**src/rtl/adc_pkg.sv**
```systemverilog
// Shared types and constants for the behavioural ADC: FSM states, sine table, LFSR constants.
// The LFSR constants and sat_add are only used when ADC_NOISE_EN is defined.
package adc_pkg;

    typedef enum logic [1:0] {
        StIdle,
        StConvert,
        StReady
    } adc_state_e;

    // round(128 + 127*sin(2*pi*k/32))
    localparam logic [7:0] SineTable [32] = '{
        8'd128, 8'd153, 8'd177, 8'd199, 8'd218, 8'd234, 8'd245, 8'd253,
        8'd255, 8'd253, 8'd245, 8'd234, 8'd218, 8'd199, 8'd177, 8'd153,
        8'd128, 8'd103, 8'd79,  8'd57,  8'd38,  8'd22,  8'd11,  8'd3,
        8'd1,   8'd3,   8'd11,  8'd22,  8'd38,  8'd57,  8'd79,  8'd103
    };

    localparam logic [7:0] LfsrSeed = 8'hA5;
    // Taps 8,6,5,4 expressed as bit positions 7,5,4,3
    localparam logic [7:0] LfsrTaps = 8'hB8;

    // base plus a signed 4-bit offset, clamped to 0..255
    function automatic logic [7:0] sat_add(input logic [7:0] base, input logic [3:0] offs);
        logic signed [9:0] sum;
        sum = $signed({2'b00, base}) + $signed({{6{offs[3]}}, offs});
        if (sum < 10'sd0) begin
            return 8'h00;
        end else if (sum > 10'sd255) begin
            return 8'hFF;
        end
        return sum[7:0];
    endfunction

endpackage

```
**src/rtl/adc_lfsr.sv**
```systemverilog
// 8-bit Fibonacci LFSR noise source; loads the seed on reset and steps when enabled.
// Instantiated only when ADC_NOISE_EN is defined.
module adc_lfsr
    import adc_pkg::*;
(
    input  logic       clk,
    input  logic       reset,
    input  logic       en,
    output logic [7:0] state
);

    logic [7:0] state_q;

    always_ff @(posedge clk or posedge reset) begin
        if (reset) begin
            state_q <= LfsrSeed;
        end else if (en) begin
            state_q <= {state_q[6:0], ^(state_q & LfsrTaps)};
        end
    end

    assign state = state_q;

endmodule

```
**config.mk**
```make
export PLATFORM = sky130hd
export DESIGN_NAME = adc_lfsr
export DESIGN_NICKNAME = d
export VERILOG_FILES = /design/src/rtl/adc_pkg.sv /design/src/rtl/adc_lfsr.sv
export SDC_FILE = /design/constraint.sdc
export NUM_CORES = 1
export LEC_CHECK = 0
export CAP_MARGIN = 20
export CORE_AREA = 3 3 40 42
export DETAILED_ROUTE_END_ITERATION = 10
export DIE_AREA = 0 0 43 45
export GPL_ROUTABILITY_DRIVEN = 0
export PLACE_DENSITY_LB_ADDON = 0.25
export SYNTH_ARGS = -nofsm -noshare
export SYNTH_HDL_FRONTEND = slang
export SYNTH_SLANG_ARGS = --single-unit
```
**constraint.sdc**
```tcl
create_clock -name clk -period 1.5 [get_ports clk]
set_clock_uncertainty 0.1 [all_clocks]
set_input_delay 0.3 -clock clk [delete_from_list [all_inputs] [get_ports clk]]
set_output_delay 0.3 -clock clk [all_outputs]
set_load 0.005 [all_outputs]
```
=== After elaboration in Yosys (flattened, before gate mapping) ===
Index checks and enable logic that the tools add are counted.

* Add/subtract/negate cells: 0
* Multipliers: 0
* Div/mod/pow operators: 0
* Magnitude comparators: 0
* Eq/ne operators: 0
* Shift-type cells: 0
* Mux-type cells: 0
* Bitwise logic cells: 0
* Reductions and logical operators: 1

{| class="wikitable"
|+ Operators with widths
! cell !! number
|-
| $reduce_xor 8->1 || 1
|}

* Flip-flop bits (word level): 8
* Latch bits: 0
* Memory bits (writable): 0
* ROM bits: 0
* Input port bits: 3
* Output and inout bits: 8
* Logic and storage cells: 2
* Memories kept: 0

=== Logic depth before layout (Yosys ltp) ===
Gate-level depths: netlist of the first run.

* Word-level depth: 1
* Mapped depth: 3
* Gate-level depth less buffers: 3

=== Worst setup path after synthesis of the first run ===
OpenSTA, ideal clock, no wires.

* Path type: register -> register
* From: register state_q[5], in the netlist state[5]
* To: register state_q[0], in the netlist state[0]
* Library setup time: 73 ps
* Data arrival time: 881 ps
* Required time: 1327 ps
* Slack: 446 ps
* Cell stages (with the launch flop): 4
* Path buffers: 0
* Period minus slack after synthesis: 1054 ps
* Cell sequence: dfstp_2 > xnor2_1 > xnor2_1 > a21oi_1

* Longest elaborated chain between the ends: 1

{| class="wikitable"
|+ RTL lines
! element !! line !! text
|-
| start: declaration || adc_lfsr.sv:12 || <nowiki>logic [7:0] state_q;</nowiki>
|-
| start signal: assignment || adc_lfsr.sv:16 || <nowiki>state_q <= LfsrSeed;</nowiki>
|-
| start signal: assignment || adc_lfsr.sv:18 || <nowiki>state_q <= {state_q[6:0], ^(state_q & LfsrTaps)};</nowiki>
|-
| $reduce_xor 8->1 || adc_lfsr.sv:18 ||
|}

No other way between the ends.
A chain may end at the register's enable or synchronous reset.

=== Worst setup path after layout of the first run ===
* From: register state_q[0], in the netlist state[0]
* To: output port state[0]

{| class="wikitable"
|+ RTL lines
! element !! line !! text
|-
| end: declaration || adc_lfsr.sv:9 || <nowiki>output logic [7:0] state</nowiki>
|}

No word-level cell between the ends.

==> results of run 1 <==
[per-layer routing]
metal / vias to the layer above / share of wire / track usage
met5: - / 0 / 0
met4: 0 / 0.048 / 0.0904
met3: 4 / 0.084 / 0.0279
met2: 10 / 0.42 / 0.0928
met1: 95 / 0.44 / 0.101
li1: 109 / - / -
[where the power goes]
part           switching [uW]  total (uW)  internal (uW)
clock                    76.4         168           91.8
combinational             177         505            328
sequential               63.5         429            366
total                     317        1100            785
[placed cells by master (no fill, tap or decap), drive strengths merged]
cell / count
nor2: 1
inv: 1
clkbuf: 3
a21oi: 1
dfrtp: 4
xnor2: 3
dlygate4sd2: 8
clkdlybuf4s50: 2
dfstp: 4
mux2: 7
buf: 5
[how the worst max path moves through the flow]
stage | start | to | slack (ns) | depth (start not counted)
2_1_floorplan | state[5]$_DFFE_PP1P_ | state[0]$_DFFE_PP1P_ | 0.45 | 3
3_3_place_gp | en | state[1]$_DFFE_PP0P_ | 0.01 | 3
3_5_place_dp | en | state[6]$_DFFE_PP0P_ | -0.01 | 3
4_1_cts | state[0]$_DFFE_PP1P_ | state[0] | 0.07 | 1
5_1_grt | state[0]$_DFFE_PP1P_ | state[0] | 0.04 | 1
6_report | state[0]$_DFFE_PP1P_ | state[0] | 0.08 | 1
[through the flow]
step	power [uW]	hold slack, ns	setup slack, ns	cell area, um^2	TNS (ns)
final	1100	0.184	0.0754	504	0
after global routing	1180	0.241	0.0394	504	0
after CTS	1110	0.205	0.0720	504	0
after detailed placement	947	0.405	-0.0103	462	-0.0312
after global placement	935	0.402	0.0116	462	0
after floorplan	677	0.0128	0.446	328	0
[worst register-to-register path: cells and delay by family (launching register included)]
| family | cells | cell delay, ns |
|---|---|---|
| XOR/XNOR | 2 | 0.24 |
| flip-flops | 1 | 0.52 |
| AO/OA/AOI/OAI | 1 | 0.14 |
| buffers and inverters | 1 | 0.11 |
[kinds of logic after synthesis]
family | Yosys count | share of synthesized area
compound gates | 1 | 0.0153
xor+xnor | 3 | 0.0802
buf+inv | 2 | 0.0267
flops | 8 | 0.626
mux | 7 | 0.240
simple gates | 1 | 0.0114
[layout make-up]
class,instances,area [um^2]
fillers,127,781
flip-flops and latches,8,205
inverters,1,3.75
repair buffers,15,140
well taps,15,18.8
multi-input cells,12,114
clock buffers,3,22.5
[timing repair]
item,CTS,global route
resized for setup,8,0
endpoints found under the setup margin,8,0
setup buffers,4,0
hold buffers,0,0
==> summary.txt, run 1 <==
Logic synthesis
  • Post-synth top area cell: dfstp_2
  • Seq/Total Area, Yosys: 0.626
  • Synth async-reset ratio: 1.00
  • Syn Std Cell Area: between 300 and 400 um^2
  • Seq cells post-synth: 8
  • Synth warnings: 0
  • Synth top area cells: dfstp_2 32%, dfrtp_1 31%, mux2_2 24%
  • Post-synthesis area per instance: about 15 um^2
  • Main synth FF type: dfstp_2
  • Post-synthesis cell type count: 8
  • Cells after synthesis: 22
  • Synth top cells by count: 7 x mux2_2, 4 x dfrtp_1, 4 x dfstp_2
  • Syn_nets: 25
  • Count leader, synth: mux2_2
  • Number of synthesized flops with an enable pin: 0
  • Yosys top cell area share: 0.321

Finish
  • Final nets: 44
  • Area Growth Syn to Fin: 53.8%
  • Largest register FFs: 8
  • Proportion of layout cells with a drive suffix above 1: 0.487
  • Non-filler cells, final: 54
  • Fin util: 0.392
  • Ant. Diodes: 0

Die
  • Die W: between 40 and 50 um
  • Die height: 45 um
  • Core area: 1280 um^2
  • # rows: 13
  • Die Area: roughly 1900 um^2
  • Starting density of the core: 0.255
  • Top Ports: 11

GRT
  • Largest net degree at the start of global routing: 10
  • Vias in the first global route: roughly 210
  • Global-route usage over all layers: 0.0789
  • GR Overflow Total: 0
  • First-pass GRT wire length: a little over 1 mm
  • Antenna violations before repair: 0

Placed design
  • Placed Cells: 47
  • Number of port buffers: 10

Power and ir drop
  • Leak: ~0.00022 uW
  • PwrDens: between 2000 and 2500 nW/um^2
  • Peak VDD IR: 0.781 mV

Timing
  • Rel. slew slack: 0.807
  • Count of final hold-check violations: 0
  • Worst Max-Slew Pin Slew: 0.290 ns
  • Post-layout min period: around 1.4 ns
  • Max Slew Vio Count: 0
  • Final setup vio count: 0
  • RSZ-0062 raised after global routing: false
  • Highest clock rate: between 0.7 and 0.8 GHz
  • Fin crit share: 0.950

Clock tree
  • TritonCTS clock tree: yes
  • Clock Latency Late Sink: about 0.26 ns
  • H-tree Lvls: 1
  • # clock sinks: 8
  • CTS buffer count: 3
  • Clk buf depth: 2
  • Root Buffer Master: clkbuf_4
  • CTS clock-pin slew for the worst setup and hold paths: about 0.06 ns

Route
  • Iteration count of the initial detailed-routing pass: 4
  • Initial DRC count: 2
  • Detailed-route via count: 218
  • DR WL/cell: 11.7 um
  • Post-DR vias/cell: between 4 and 5
  • DRC violations left: 0
  • Final ANT Viol Nets: 0
  • Final WL: around 630 um

Setup path
  • Buf+Inv Stages, Crit Path: 1
  • Worst R2R Start: state[5]$_DFFE_PP1P_
  • Kind of critical path: flop to output port
  • CP cell instances: dlygate4sd2_1
  • CP endpoint kind: output port
  • Reg2reg end: state[0]$_DFFE_PP1P_
  • R2R cell count: 4
  • Critical Path RT: between 1 and 1.5 ns
  • Crit-path max cell delay: 0.54 ns
  • CP arrival: between 1 and 1.5 ns
  • Crit-path slowest cell: dfstp_2
  • Crit start category: flop
  • Crit-path max FO: 3
  • Register-to-register setup slack: about 0.33 ns
  • Top delay family on crit path: flip-flops

Min path
  • Min-Delay Path Class: input port to async pin

Status
  • Status: finished, final reports clean

Run
  • Max-Cap Viols: 0
Note: power is estimated with default switching activity, not from simulation.
==> run 2: changes to the inputs <==
Settings changed: RECOVER_POWER from default to 25.
==> summary.txt, run 2 (synthesized netlist as in run 1, its figures left out) <==
Finish
  • Non-filler cells, final: 54 (unchanged)
  • Area occupied by multi-input gates: 114 um^2 (unchanged)
  • Fin util: 0.392 (unchanged)
  • Area Growth Syn to Fin: 53.8% (unchanged)
  • Register area: 205 um^2 (unchanged)
  • Largest register FFs: 8 (unchanged)
  • Finished Cell Area: 504 um^2 (unchanged)
  • Most frequent cells in the layout: 8 x dlygate4sd2_1, 7 x mux2_2, 4 x buf_4, 4 x dfstp_2, 4 x dfrtp_1
  • Proportion of layout cells with a drive suffix above 1: 0.487 (unchanged)
  • Ant. Diodes: 0 (unchanged)
  • Commonest non-fill, non-tap cell in the layout: dlygate4sd2_1
  • Final nets: 44 (unchanged)
  • Fill cells: 127 (unchanged)

Timing
  • Worst Max-Slew Pin Slew: 0.290 ns (-0.0000445 ns)
  • Max Slew Vio Count: 0 (unchanged)
  • Final hold slack: 0.321 ns (+0.137 ns)
  • Highest clock rate: 0.702 GHz (unchanged)
  • Final setup vio count: 0 (unchanged)
  • Count of final hold-check violations: 0 (unchanged)
  • RSZ-0062 raised after global routing: false
  • Rel. slew slack: 0.807 (about the same)
  • Fin crit share: 0.950 (unchanged)
  • Post-layout min period: 1.42 ns (unchanged)

Clock tree
  • # clock sinks: 8 (unchanged)
  • TritonCTS clock tree: yes
  • CTS clock-pin slew for the worst setup and hold paths: 0.06 ns (about the same)
  • CTS Hold Bufs: 0 (unchanged)
  • Clk buf depth: 2 (unchanged)
  • Root Buffer Master: clkbuf_4
  • CTS buffer count: 3 (unchanged)
  • H-tree Lvls: 1 (unchanged)
  • Clock Latency Late Sink: 0.26 ns (about the same)

Die
  • Die W: 43 um (unchanged)
  • Starting density of the core: 0.255 (unchanged)
  • # rows: 13 (unchanged)
  • Core area: 1280 um^2 (unchanged)
  • Die height: 45 um (unchanged)
  • Top Ports: 11 (unchanged)
  • Die Area: 1940 um^2 (unchanged)

Setup path
  • Crit-path slowest cell: dfstp_2
  • Critical Path RT: 1.10 ns (about the same)
  • Crit start category: flop
  • Kind of critical path: flop to output port
  • CP endpoint kind: output port
  • Register-to-register setup slack: 0.33 ns (about the same)
  • Buf+Inv Stages, Crit Path: 1 (unchanged)
  • CP cell instances: dlygate4sd2_1
  • Top delay family on crit path: flip-flops
  • CP arrival: 1.02 ns (about the same)
  • Crit-path max FO: 3 (unchanged)
  • Crit-path max cell delay: 0.54 ns (about the same)

Run
  • Max-Cap Viols: 0 (unchanged)

GRT
  • Antenna violations before repair: 0 (unchanged)
  • First-pass GRT wire length: 1.01 mm (unchanged)
  • GR Overflow Total: 0 (unchanged)
  • Global-route usage over all layers: 0.0789 (unchanged)
  • Largest net degree at the start of global routing: 10 (unchanged)
  • Vias in the first global route: 213 (unchanged)

Power and ir drop
  • Leak: 0.000217 uW (+0.12%)
  • Total Power: 1100 uW (about the same)
  • PwrDens: 2180 nW/um^2 (about the same)
  • Peak VDD IR: 0.781 mV (about the same)

Status
  • Status: finished, final reports clean

Placed design
  • Placed cell areas: 462 um^2 (unchanged)
  • Placed Cells: 47 (unchanged)
  • Number of port buffers: 10 (unchanged)

Route
  • Initial DRC count: 2 (unchanged)
  • Final WL: 629 um (-0.16%)
  • DRC violations left: 0 (unchanged)
  • Post-DR vias/cell: 4.04 (unchanged)
  • Final ANT Viol Nets: 0 (unchanged)
  • Detailed-route via count: 218 (unchanged)
  • Iteration count of the initial detailed-routing pass: 4 (unchanged)
  • DR WL/cell: 11.6 um (-0.16%)

Min path
  • Min-Delay Path Class: input port to async pin
## run 2: power by group
| group | total, uW | switching (uW) | internal, uW | leakage (uW) |
|---|---|---|---|---|
| registers | 429 | 63.5 | 366 | 0.0000873 |
| clock network | 168 | 76.4 | 91.8 | 0.0000138 |
| logic | 504 | 177 | 327 | 0.000116 |
## run 2: metal layers
layer | share of wire | global-route usage | vias to the layer above | wire length, um
met3 | 0.084 | 0.0279 | 4 | 53
met4 | 0.048 | 0.0904 | 0 | 30
met5 | 0 | 0 | - | 0
met1 | 0.45 | 0.101 | 95 | 280
li1 | - | - | 109 | -
met2 | 0.42 | 0.0928 | 10 | 265
## run 2: through the flow
step,setup TNS (ns),setup slack (ns)
final,0,0.0754
after global placement,0,0.0116
after floorplan,0,0.446
after global routing,0,0.0394
after detailed placement,-0.0312,-0.0103
after CTS,0,0.0720
## run 2: path summary, 6_finish.rpt
| kind | start | end | cells after the start |
|---|---|---|---|
| setup / recovery | state[0]$_DFFE_PP1P_ | state[0] | 1 |
| hold / removal | reset | state[1]$_DFFE_PP0P_ | 2 |
| setup reg to reg | state[5]$_DFFE_PP1P_ | state[0]$_DFFE_PP1P_ | 4 |
| hold reg to reg | state[0]$_DFFE_PP1P_ | state[0]$_DFFE_PP1P_ | 2 |
| max in group asynchronous | reset | state[5]$_DFFE_PP1P_ | 2 |
| min in group clk | state[0]$_DFFE_PP1P_ | state[0]$_DFFE_PP1P_ | 2 |
## run 2: area by class of cell
| class | instances | share of cell area |
|---|---|---|
| flip-flops and latches | 8 | 0.407 |
| repair buffers | 15 | 0.278 |
| multi-input cells | 12 | 0.226 |
| clock buffers | 3 | 0.0447 |
| well taps | 15 | 0.0372 |
| inverters | 1 | 0.00744 |
## run 2: timing repair
action	in CTS	in global routing
gates resized for setup	8	0
buffers inserted	4	0
endpoints found under the setup margin	8	0
==> run 3: changes to the inputs <==
Settings changed: GPL_TIMING_DRIVEN from default to 0.
==> summary.txt, run 3 (synthesized netlist as in run 1, its figures left out) <==
Timing
  • Max Slew Vio Count: 0 (unchanged)
  • Rel. slew slack: 0.803 (-0.00384)
  • Worst Max-Slew Pin Slew: 0.295 ns (+0.00575 ns)
  • Count of final hold-check violations: 0 (unchanged)
  • Setup_tns: 0 ns (unchanged)
  • Post-layout min period: 1.43 ns (+0.00869 ns)
  • RSZ-0062 raised after global routing: false
  • Highest clock rate: 0.698 GHz (-0.61%)
  • Worst Slack Setup Final: 0.0667 ns (-0.00869 ns)
  • Final setup vio count: 0 (unchanged)
  • Fin crit share: 0.956 (+0.00579)

Setup path
  • Critical Path RT: 1.10 ns (about the same)
  • Crit-path max FO: 4 (+1)
  • Buf+Inv Stages, Crit Path: 1 (unchanged)
  • Crit-path max cell delay: 0.55 ns (about the same)
  • Kind of critical path: flop to output port
  • CP cell instances: dlygate4sd2_1
  • CP arrival: 1.03 ns (about the same)
  • Crit start category: flop
  • CP endpoint kind: output port
  • Top delay family on crit path: flip-flops
  • Crit-path slowest cell: dfstp_2

Power and ir drop
  • Peak VDD IR: 0.716 mV (-8.3%)
  • PwrDens: 2260 nW/um^2 (+3.4%)
  • Leak: 0.000215 uW (-1.0%)

Clock tree
  • Clock Latency Late Sink: 0.24 ns (-0.02 ns)
  • TritonCTS clock tree: yes
  • # clock sinks: 8 (unchanged)
  • CTS clock-pin slew for the worst setup and hold paths: 0.05 ns (about the same)
  • Clk buf depth: 2 (unchanged)
  • H-tree Lvls: 1 (unchanged)
  • CTS buffer count: 3 (unchanged)
  • CTS Hold Bufs: 0 (unchanged)
  • Root Buffer Master: clkbuf_4

Route
  • Final WL: 618 um (-1.7%)
  • DRC violations left: 0 (unchanged)
  • Initial DRC count: 6 (+4)
  • Wire length on met3: 64 um (+21%)
  • Final ANT Viol Nets: 0 (unchanged)
  • Wire length on met1: 274 um (-2.1%)
  • Detailed-route via count: 223 (+2.3%)
  • DR WL/cell: 11.7 um (+0.10%)
  • Met2 routed WL: 279 um (+5.3%)
  • Post-DR vias/cell: 4.21 (+4.2%)
  • Top Layer Used: met3
  • Iteration count of the initial detailed-routing pass: 2 (-2)

Placed design
  • Place WS: 0.0548 ns (+0.0650 ns)
  • Number of port buffers: 9 (-1)

Finish
  • Largest register FFs: 8 (unchanged)
  • Most frequent cells in the layout: 7 x mux2_2, 7 x dlygate4sd2_1, 4 x buf_4, 4 x dfstp_2, 4 x dfrtp_1
  • Fin util: 0.376 (-0.0166)
  • Final nets: 43 (-2.3%)
  • Proportion of layout cells with a drive suffix above 1: 0.500 (+0.0128)
  • Area Growth Syn to Fin: 47.3%
  • Ant. Diodes: 0 (unchanged)

Status
  • Status: finished, final reports clean

Die
  • Die height: 45 um (unchanged)
  • Starting density of the core: 0.255 (unchanged)
  • Die Area: 1940 um^2 (unchanged)
  • Core area: 1280 um^2 (unchanged)
  • # rows: 13 (unchanged)
  • Die W: 43 um (unchanged)
  • Top Ports: 11 (unchanged)

GRT
  • Vias in the first global route: 242 (+14%)
  • Global-route usage over all layers: 0.0733 (-0.00563)
  • GR Overflow Total: 0 (unchanged)
  • Antenna violations before repair: 0 (unchanged)
  • First-pass GRT wire length: 1.03 mm (+2.1%)
  • Largest net degree at the start of global routing: 10 (unchanged)

Min path
  • Min-Delay Path Class: input port to flop

Run
  • Max-Cap Viols: 0 (unchanged)
## run 3: changes by cell type in the layout (fill, tap and decap cells not counted)
cell,before,now
buf_12,1,0
buf_2,0,1
clkdlybuf4s50_1,1,0
dlygate4sd2_1,8,7
dlymetal6s2s_1,0,1
## run 3: cell type report
class | count | area (um^2)
clock buffers | 3 | 22.5
flip-flops and latches | 8 | 205
repair buffers | 13 | 114
well taps | 15 | 18.8
inverters | 1 | 3.75
multi-input cells | 12 | 114
plain buffers | 1 | 5.00
fillers | 135 | 802
## run 3: stage by stage
stage | area (um^2) | total power [uW] | hold WS, ns | instances
finish | 483 | 1090 | 0.241 | 53
global route | 483 | 1170 | 0.265 | 53
CTS | 480 | 1120 | 0.206 | 53
detailed placement | 437 | 937 | 0.406 | 46
global placement | 437 | 927 | 0.404 | 46
floorplan | 328 | 677 | 0.0128 | 22
## run 3: metal layers
layer | GRT usage | vias up
met4 | 0.0542 | 0
met2 | 0.102 | 7
met3 | 0.0398 | 0
met5 | 0 | -
li1 | - | 109
met1 | 0.0848 | 107
## run 3: path summary, 6_finish.rpt
path	start	endpoint	slack [ns]	depth (start not counted)
worst max-delay path	state[5]$_DFFE_PP1P_	state[5]	0.07	1
worst min-delay path	en	state[0]$_DFFE_PP1P_	0.24	2
worst max register to register	state[3]$_DFFE_PP0P_	state[0]$_DFFE_PP1P_	0.40	4
worst min register to register	state[0]$_DFFE_PP1P_	state[0]$_DFFE_PP1P_	0.40	2
max in group asynchronous	reset	state[2]$_DFFE_PP1P_	0.68	2
min in group asynchronous	reset	state[4]$_DFFE_PP0P_	0.34	2
## run 3: report_power, final
part / internal [uW] / total, uW / switching [uW]
sequential: 368 / 444 / 75.8
clock: 91.0 / 156 / 65.0
combinational: 325 / 491 / 166
total: 783 / 1090 / 307
## run 3: repair_timing
action | 4_1_cts | 5_1_grt
buffers inserted | 4 | 0
setup endpoints to repair | 8 | 1
gates resized for setup | 7 | 1
